==> config.mk <==
export PLATFORM = sky130hd
export DESIGN_NAME = integ_dump
export DESIGN_NICKNAME = d
export VERILOG_FILES = /design/src/rtl/integ_dump.sv
export SDC_FILE = /design/constraint.sdc
export NUM_CORES = 1
export LEC_CHECK = 0
export CAP_MARGIN = 25
export CORE_UTILIZATION = 35
export CTS_CLUSTER_SIZE = 14
export DETAILED_ROUTE_END_ITERATION = 8
export DONT_BUFFER_PORTS = 1
export SLEW_MARGIN = 10
export SYNTH_ARGS = -nofsm -noshare
export SYNTH_HDL_FRONTEND = slang
export SYNTH_SLANG_ARGS = --single-unit
==> constraint.sdc <==
create_clock -name clk -period 2.9 [get_ports clk]
set_input_delay 0.29 -clock clk [delete_from_list [all_inputs] [get_ports clk]]
set_output_delay 0.29 -clock clk [all_outputs]
set_load 0.02 [all_outputs]
==> src/rtl/integ_dump.sv <==
// Integrate-and-dump accumulator with valid-qualified input, runtime window
// length, saturating or wrapping arithmetic and a sticky overflow flag.
module integ_dump #(
  parameter int W_IN  = 10,
  parameter int W_ACC = 16,
  parameter int LW    = 8,
  parameter int SAT   = 0
) (
  input  logic                    clk,
  input  logic                    rst,
  input  logic                    clr,
  input  logic [LW-1:0]           len,
  input  logic signed [W_IN-1:0]  din,
  input  logic                    din_vld,
  output logic signed [W_ACC-1:0] dout,
  output logic                    dout_vld,
  output logic                    ovf
);

  localparam logic [W_ACC-1:0] ACC_MAX = {1'b0, {(W_ACC-1){1'b1}}};
  localparam logic [W_ACC-1:0] ACC_MIN = {1'b1, {(W_ACC-1){1'b0}}};
  localparam logic [LW-1:0]    CNT_ONE = {{(LW-1){1'b0}}, 1'b1};

  // Reduce the one-bit-wider sum to W_ACC bits; the clamp sign comes from the sum MSB.
  function automatic logic [W_ACC-1:0] fold(input logic [W_ACC:0] s);
    logic [W_ACC-1:0] r;
    if ((SAT != 0) && (s[W_ACC] != s[W_ACC-1])) begin
      r = s[W_ACC] ? ACC_MIN : ACC_MAX;
    end else begin
      r = s[W_ACC-1:0];
    end
    return r;
  endfunction

  logic [W_ACC-1:0] acc_r, acc_nxt_s;
  logic [LW-1:0]    cnt_r, cnt_nxt_s;
  logic [LW-1:0]    len_q_r, len_nxt_s;
  logic [W_ACC-1:0] dout_r, dout_nxt_s;
  logic             vld_r, vld_nxt_s;
  logic             ovf_r, ovf_nxt_s;
  logic [W_ACC:0]   sum_s;
  logic             ovf_s;
  logic [W_ACC-1:0] res_s;

  assign sum_s = {acc_r[W_ACC-1], acc_r} + {{(W_ACC+1-W_IN){din[W_IN-1]}}, din};
  assign ovf_s = sum_s[W_ACC] ^ sum_s[W_ACC-1];
  assign res_s = fold(sum_s);

  // Next-state selection for the window: clear, hold, accumulate or dump.
  always_comb begin
    acc_nxt_s  = acc_r;
    cnt_nxt_s  = cnt_r;
    len_nxt_s  = len_q_r;
    dout_nxt_s = dout_r;
    vld_nxt_s  = 1'b0;
    ovf_nxt_s  = ovf_r;
    if (clr) begin
      acc_nxt_s  = {W_ACC{1'b0}};
      cnt_nxt_s  = {LW{1'b0}};
      len_nxt_s  = len;
      dout_nxt_s = {W_ACC{1'b0}};
      ovf_nxt_s  = 1'b0;
    end else if (din_vld) begin
      ovf_nxt_s = ovf_r | ovf_s;
      if (len_q_r == {LW{1'b0}}) begin
        acc_nxt_s  = res_s;
        dout_nxt_s = res_s;
        vld_nxt_s  = 1'b1;
        len_nxt_s  = len;
      end else if (cnt_r == (len_q_r - CNT_ONE)) begin
        acc_nxt_s  = {W_ACC{1'b0}};
        cnt_nxt_s  = {LW{1'b0}};
        dout_nxt_s = res_s;
        vld_nxt_s  = 1'b1;
        len_nxt_s  = len;
      end else begin
        acc_nxt_s = res_s;
        cnt_nxt_s = cnt_r + CNT_ONE;
      end
    end else begin
      vld_nxt_s = 1'b0;
    end
  end

  // State register with synchronous reset taking priority over everything.
  always_ff @(posedge clk) begin
    if (rst) begin
      acc_r   <= {W_ACC{1'b0}};
      cnt_r   <= {LW{1'b0}};
      len_q_r <= len;
      dout_r  <= {W_ACC{1'b0}};
      vld_r   <= 1'b0;
      ovf_r   <= 1'b0;
    end else begin
      acc_r   <= acc_nxt_s;
      cnt_r   <= cnt_nxt_s;
      len_q_r <= len_nxt_s;
      dout_r  <= dout_nxt_s;
      vld_r   <= vld_nxt_s;
      ovf_r   <= ovf_nxt_s;
    end
  end

  assign dout     = dout_r;
  assign dout_vld = vld_r;
  assign ovf      = ovf_r;

endmodule

==> results by group, run 1 <==
Critical path
  • Critical Path RT: between 3 and 4 ns
  • CP endpoint: acc_r[11]$_SDFFE_PP0P_
  • Kind of critical path: flop to flop
  • Max FO, Critical Path: 15
  • CP Capture Type: flop
  • CP cell instances: inv_1, ha_1, o21bai_1, a2111oi_1, a311oi_2, a211oi_2, a21oi_2, a22o_1
  • Critical Path Source: len_q_r[0]$_DFFE_PP_
  • Reg2Reg Depth: 8
  • Crit start category: flop
  • CP max-delay cell: a2111oi_1
  • Worst R2R End: acc_r[11]$_SDFFE_PP0P_
  • R2R setup slack: 0.19 ns
  • Worst EP arrival: 2.90 ns
  • CP peak stage delay: 0.57 ns
  • R2R Path Start: len_q_r[0]$_DFFE_PP_

Finish
  • Antenna diodes: 0
  • Growth of design area from synthesis to finish: 6.395%
  • Fin cells: 380
  • Share of layout cells above drive strength 1: 0.06406
  • Nets: 322

STA
  • Count of final setup violators: 0
  • Max Slew Vio Count: 0
  • Worst Max-Slew Pin Slew: 0.7929 ns
  • Period utilisation layout: 0.9329
  • Fin crit period: ~2.7 ns
  • Hold_ws: approximately 0.05 ns
  • Clk_skew: 0.005047 ns
  • Fmax: approximately 0.37 GHz
  • RSZ-0062 raised after global routing: no
  • Hold Vio Cnt, Final: 0
  • TNS Setup: 0 ns
  • Relative slew slack: 0.4714

Floorplanning
  • Core area: between 0.007 and 0.008 mm^2
  • Ports: 40
  • Chip Height: roughly 90 um
  • DIE WIDTH: 90.46 um
  • Die outline area: ~0.0082 mm^2
  • Placement Rows: 31
  • Initial Util: 0.3697

Synthesis
  • Seq/Total Area, Yosys: 0.3947
  • Post-synth top flop: dfxtp_1
  • Asr flop ratio synth: 0
  • Post-Syn Instances: around 280
  • Most frequent cell after synthesis: dfxtp_1
  • Largest area contributor in the netlist: dfxtp_1
  • Syn nets: 321
  • Yosys cell types: 50
  • Most instantiated cells after synthesis: 42 x dfxtp_1, 30 x a22o_1, 22 x nand2_1
  • Synthesis Warnings: 0
  • Avg Inst Size Synth: 9.817 um^2
  • Area fraction of the dominant cell type after synthesis: 0.3070
  • Synth area leaders: dfxtp_1 31%, a22o_1 9.6%, edfxtp_1 8.8%
  • Flops & latches, synth: 50
  • Post-synth EDFFs: 8
  • Post-synthesis instance area: 0.002739 mm^2

Run status
  • Status: complete, no violations

Placement
  • Buffers added on ports: 0
  • GP Congestion: 0.7986
  • Final HPWL DP: 4382 um
  • Inst Count DP: 372

Drt
  • Vias per cell: 5.537
  • Post-DRT Antenna Nets: 0
  • DR vias: between 2000 and 2500
  • Drt first pass iters: 4
  • Initial DRC Count: ~120
  • DRC viols: 0
  • Routed WL: 5929 um
  • Wire length per cell: about 16 um

Power
  • Power share of the combinational group: 0.158
  • Peak supply drop: 204.9 uV
  • Pint: a little under 0.001 W
  • Leakage power: 1.165 nW
  • Switching share of power: 0.2832
  • Clock power frac: 0.292
  • Total power draw: 0.001369 W
  • Flop pwr share: 0.550
  • Power per Cell Area: 469.8 mW/mm^2
  • NetSw: 0.0003877 W

Min path
  • Worst hold path class: primary input to flop

Clock tree
  • Worst-skew pair later-pin latency: 0.30 ns
  • H-tree lvl count: 2
  • Clock Sinks: 50
  • Post-CTS setup buffer count: 0
  • Buffer depth of the longest clock path: 2
  • Inserted Clock Buffers: 5
  • Clock transition at path regs: 0.09 ns
  • CTS Root Cell: clkbuf_8
  • TritonCTS clock tree: built

Global route
  • GRT met1 Usage: 0.2123
  • Antenna violations before repair: 0
  • GR peak layer: met2
  • GR Util met2: 0.2399
  • M3 GR Usage: 0.03872
  • Vias in the first global route: 2110
  • Largest net degree at the start of global routing: 18
  • First-pass GRT wire length: 10280 um
  • Total gr overflow: 0
  • Global-route total usage across every layer: 0.1555

Job
  • Max-cap violation count: 0
[stage by stage]
step	worst slack [ns]	util	area, um^2
finish	0.1947	0.3933	2914
global route	0.01558	0.3933	2914
CTS	0.04533	0.3927	2909
detailed placement	0.06875	0.3817	2828
global placement	0.3166	0.3817	2828
floorplan	0.4472	-	2739
[layout by cell type, fill, tap and decap left out, drive strengths merged, types with 6 or more instances in the layout]
cell type and count:
dfxtp 42, a22o 30, nand2 22, a21oi 20
xor2 19, ha 19, nor2 13, o21ai 13
xnor2 11, edfxtp 8, nand3 7, nand4 6
inv 6, nor3 6, clkbuf 6
[final cells by class]
cell class / instances / area (um^2)
multi-input combinational: 215 / 1585
inverter: 6 / 27.53
clock buffer: 6 / 72.57
timing repair buffer: 2 / 15.01
fill: 741 / 4494
sequential: 50 / 1081
tap: 99 / 123.9
clock inverter: 2 / 8.758
[layer usage]
layer	part of all wire	wire length, um
met1	0.51	3008
met2	0.44	2594
met3	0.043	257
met4	0.012	70
met5	0	0
[critical path, delay by kind of cell (launching register included)]
family | cells | cell delay [ns]
buf+inv | 1 | 0.10
fa+ha+maj | 1 | 0.30
flops | 1 | 0.46
compound gates | 6 | 1.75
[kinds of logic (layout without fill, tap and decap cells)]
logic type / count (synthesis) / after routing / synth area share
simple gates: 69 / 69 / 0.1275
xor+xnor: 30 / 30 / 0.09593
buf+inv: 14 / 16 / 0.03015
fa+ha+maj: 20 / 20 / 0.09411
compound gates: 96 / 96 / 0.2576
flops: 50 / 50 / 0.3947
[how the worst min path moves through the flow]
stage               start                    end  cells past startpoint
detailed placement    rst  cnt_r[1]$_SDFFE_PP0P_                      1
global placement      rst  cnt_r[1]$_SDFFE_PP0P_                      1
finish                rst  cnt_r[1]$_SDFFE_PP0P_                      1
global route          rst  cnt_r[1]$_SDFFE_PP0P_                      1
floorplan             rst  cnt_r[1]$_SDFFE_PP0P_                      1
CTS                   rst  cnt_r[1]$_SDFFE_PP0P_                      1
[registers in the layout, summed over array words and instances (netlist names)]
register,flops
len_q_r,8
cnt_r,8
dout,16
acc_r,16
dout_vld,1
ovf,1
[power groups by stage]
stage	clock (W)	combinational [W]	sequential (W)
6_report	0.000400	0.000216	0.000753
5_1_grt	0.000437	0.000246	0.000757
4_1_cts	0.000409	0.000216	0.000753
3_5_place_dp	0	0.000214	0.000769
3_3_place_gp	0	0.000212	0.000768
2_1_floorplan	0	0.000173	0.000763
[what timing repair did]
action / CTS / global route
hold buffers: 0 / 0
endpoints found under the setup margin: 0 / 15
hold endpoints to repair: 0 / 0
resized for setup: 0 / 1
Note: power is estimated with default switching activity, not from simulation.
==> run 2, diff against run 1 <==
--- a/config.mk
+++ b/config.mk
@@ -10,6 +10,7 @@
 export CTS_CLUSTER_SIZE = 14
 export DETAILED_ROUTE_END_ITERATION = 8
 export DONT_BUFFER_PORTS = 1
+export HOLD_SLACK_MARGIN = 0.15
 export SLEW_MARGIN = 10
 export SYNTH_ARGS = -nofsm -noshare
 export SYNTH_HDL_FRONTEND = slang
==> run 2 against run 1 <==
Routed wire length is 1.2% higher. Die area did not move. Design area increased by 3.4%. Non-clock buffer count grew 10. Clock power hardly changed. Core utilization grew 1.4 points. Combinational power rose by 5%. Critical path depth unchanged. Via count grew 1.9%. Clock skew barely moved. Critical path type unchanged. Largest cell class unchanged. Largest power group unchanged.
==> results by group, run 2 (synthesis results as in run 1) <==
Run status
  • Status: complete, no violations

Finish
  • Antenna diodes: 0
  • Filler cells: between 700 and 800
  • Most frequent cells in the layout: 42 x dfxtp_1, 30 x a22o_1, 22 x nand2_1
  • Share of layout cells above drive strength 1: 0.06186
  • Leading cell type in the layout, fill and taps excluded: dfxtp_1
  • Growth of design area from synthesis to finish: 10.05%
  • Nets: between 300 and 400

Floorplanning
  • Ports: 40
  • Placement Rows: 31
  • Initial Util: 0.3697
  • Core area: 0.007408 mm^2
  • Chip Height: between 90 and 100 um
  • DIE WIDTH: 90.46 um
  • Die outline area: 0.008183 mm^2

STA
  • Hold Vio Cnt, Final: 0
  • Clk_skew: 0.004767 ns
  • TNS Setup: 0 ns
  • Max Slew Vio Count: 0
  • Fin crit period: 2.703 ns
  • Fmax: 0.3700 GHz
  • RSZ-0062 raised after global routing: no
  • Count of final setup violators: 0
  • Worst Max-Slew Pin Slew: 0.7974 ns
  • Relative slew slack: 0.4684
  • Period utilisation layout: 0.9319

Drt
  • Initial DRC Count: 130
  • Vias per cell: between 5 and 6
  • Wire length per cell: 15.39 um
  • DRC viols: 0
  • Routed WL: 6002 um
  • DR vias: roughly 2100
  • Post-DRT Antenna Nets: 0
  • Drt first pass iters: 4

Global route
  • Antenna violations before repair: 0
  • Global-route total usage across every layer: 0.1575
  • First-pass GRT wire length: 10420 um
  • Vias in the first global route: 2158
  • Largest net degree at the start of global routing: 18
  • Total gr overflow: 0

Critical path
  • Crit start category: flop
  • Critical Path RT: 3.10 ns
  • Kind of critical path: flop to flop
  • Reg2Reg Depth: 8
  • R2R Path Start: len_q_r[0]$_DFFE_PP_
  • Worst EP arrival: 2.90 ns
  • CP Capture Type: flop
  • Max FO, Critical Path: 15
  • R2R setup slack: a little under 0.2 ns
  • Worst R2R End: acc_r[11]$_SDFFE_PP0P_

Clock tree
  • Post-CTS setup buffer count: 0
  • H-tree lvl count: 2
  • Clock transition at path regs: 0.09 ns
  • Inserted Clock Buffers: 5
  • Buffer depth of the longest clock path: 2
  • CTS Root Cell: clkbuf_8
  • Worst-skew pair later-pin latency: ~0.3 ns
  • TritonCTS clock tree: built
  • Clock Sinks: 50

Power
  • Flop pwr share: 0.547
  • Power share of the combinational group: 0.165
  • Switching share of power: 0.2812
  • Leakage power: 1.207 nW
  • Pint: just under 0.001 W
  • Power per Cell Area: between 400 and 500 mW/mm^2
  • Peak supply drop: 201.9 uV
  • Clock power frac: 0.289
  • Total power draw: between 0.001 and 0.0015 W
  • NetSw: 0.0003872 W

Min path
  • Hold Path Depth: 2
  • Hold_sp: rst
  • Worst hold path class: primary input to flop
  • Hold EP: cnt_r[0]$_SDFFE_PP0P_

Placement
  • Final HPWL DP: 4382 um
  • GP Congestion: 0.7986
  • Buffers added on ports: 0

Job
  • Max-cap violation count: 0
run 2: changes by cell type in the layout (fill, tap and decap cells not counted):
cell | previous run | this run
dlygate4sd3_1 | 0 | 10
run 2: worst max-delay path by stage:
| stage | start | depth (start not counted) | slack (ns) | end |
|---|---|---|---|---|
| 2_1_floorplan | len_q_r[0]$_DFFE_PP_ | 9 | 0.45 | len_q_r[0]$_DFFE_PP_ |
| 3_3_place_gp | len_q_r[0]$_DFFE_PP_ | 8 | 0.32 | acc_r[2]$_SDFFE_PP0P_ |
| 3_5_place_dp | len_q_r[0]$_DFFE_PP_ | 8 | 0.07 | acc_r[11]$_SDFFE_PP0P_ |
| 4_1_cts | len_q_r[0]$_DFFE_PP_ | 8 | 0.05 | acc_r[11]$_SDFFE_PP0P_ |
| 5_1_grt | len_q_r[0]$_DFFE_PP_ | 8 | 0.02 | acc_r[11]$_SDFFE_PP0P_ |
| 6_report | len_q_r[0]$_DFFE_PP_ | 8 | 0.20 | acc_r[11]$_SDFFE_PP0P_ |
run 2: power by group through the flow:
stage	logic (W)	clock network, W	registers (W)
6_report	0.000227	0.000398	0.000753
4_1_cts	0.000227	0.000409	0.000753
2_1_floorplan	0.000173	0	0.000763
5_1_grt	0.000258	0.000437	0.000756
3_5_place_dp	0.000214	0	0.000769
3_3_place_gp	0.000212	0	0.000768
run 2: final cells by class:
class                      instances  area [um^2]  share of cell area
inverter                           6        27.53            0.009132
sequential                        50         1081              0.3587
clock inverter                     2        8.758            0.002906
tap                               99        123.9             0.04110
timing repair buffer              12        115.1             0.03819
multi-input combinational        215         1585              0.5259
clock buffer                       6        72.57             0.02408
run 2: per-stage QoR:
| stage | cell area, um^2 | utilization | cells | hold WS [ns] | setup slack (ns) |
|---|---|---|---|---|---|
| after floorplan | 2739 | - | 279 | 0.3668 | 0.4472 |
| after global placement | 2828 | 0.3817 | 372 | 0.3678 | 0.3166 |
| after detailed placement | 2828 | 0.3817 | 372 | 0.3740 | 0.06875 |
| after CTS | 3009 | 0.4062 | 390 | 0.1961 | 0.04533 |
| after global routing | 3014 | 0.4069 | 390 | 0.2045 | 0.01558 |
| final | 3014 | 0.4069 | 390 | 0.2007 | 0.1974 |
run 2: critical path: stages, from the launching register on:
cell and delay, ns:
edfxtp_1 0.46, inv_1 0.10, ha_1 0.30, o21bai_1 0.19
a2111oi_1 0.57, a311oi_2 0.12, a211oi_2 0.32, a21oi_2 0.27
a22o_1 0.28
run 2: layer usage:
layer  wire length, um  global-route usage  vias up
met5                 0                   0        -
met4                70             0.04839        0
met3               283             0.04125        5
met2              2616              0.2412       38
met1              3032              0.2154     1029
li1                  -                   -     1072
run 2: timing repair:
| item | CTS | global route |
|---|---|---|
| hold endpoints to repair | 9 | 0 |
| gates resized for setup | 0 | 1 |
| setup endpoints to repair | 0 | 15 |
| hold buffers | 10 | 0 |
==> run 3, diff against run 2 <==
--- a/config.mk
+++ b/config.mk
@@ -5,12 +5,12 @@
 export SDC_FILE = /design/constraint.sdc
 export NUM_CORES = 1
 export LEC_CHECK = 0
-export CAP_MARGIN = 25
+export CAP_MARGIN = 20
 export CORE_UTILIZATION = 35
 export CTS_CLUSTER_SIZE = 14
 export DETAILED_ROUTE_END_ITERATION = 8
 export DONT_BUFFER_PORTS = 1
-export HOLD_SLACK_MARGIN = 0.15
+export HOLD_SLACK_MARGIN = 0.02
 export SLEW_MARGIN = 10
 export SYNTH_ARGS = -nofsm -noshare
 export SYNTH_HDL_FRONTEND = slang
==> results of run 3 <==
Final layout, timing and power as in run 1 (identical DEF).
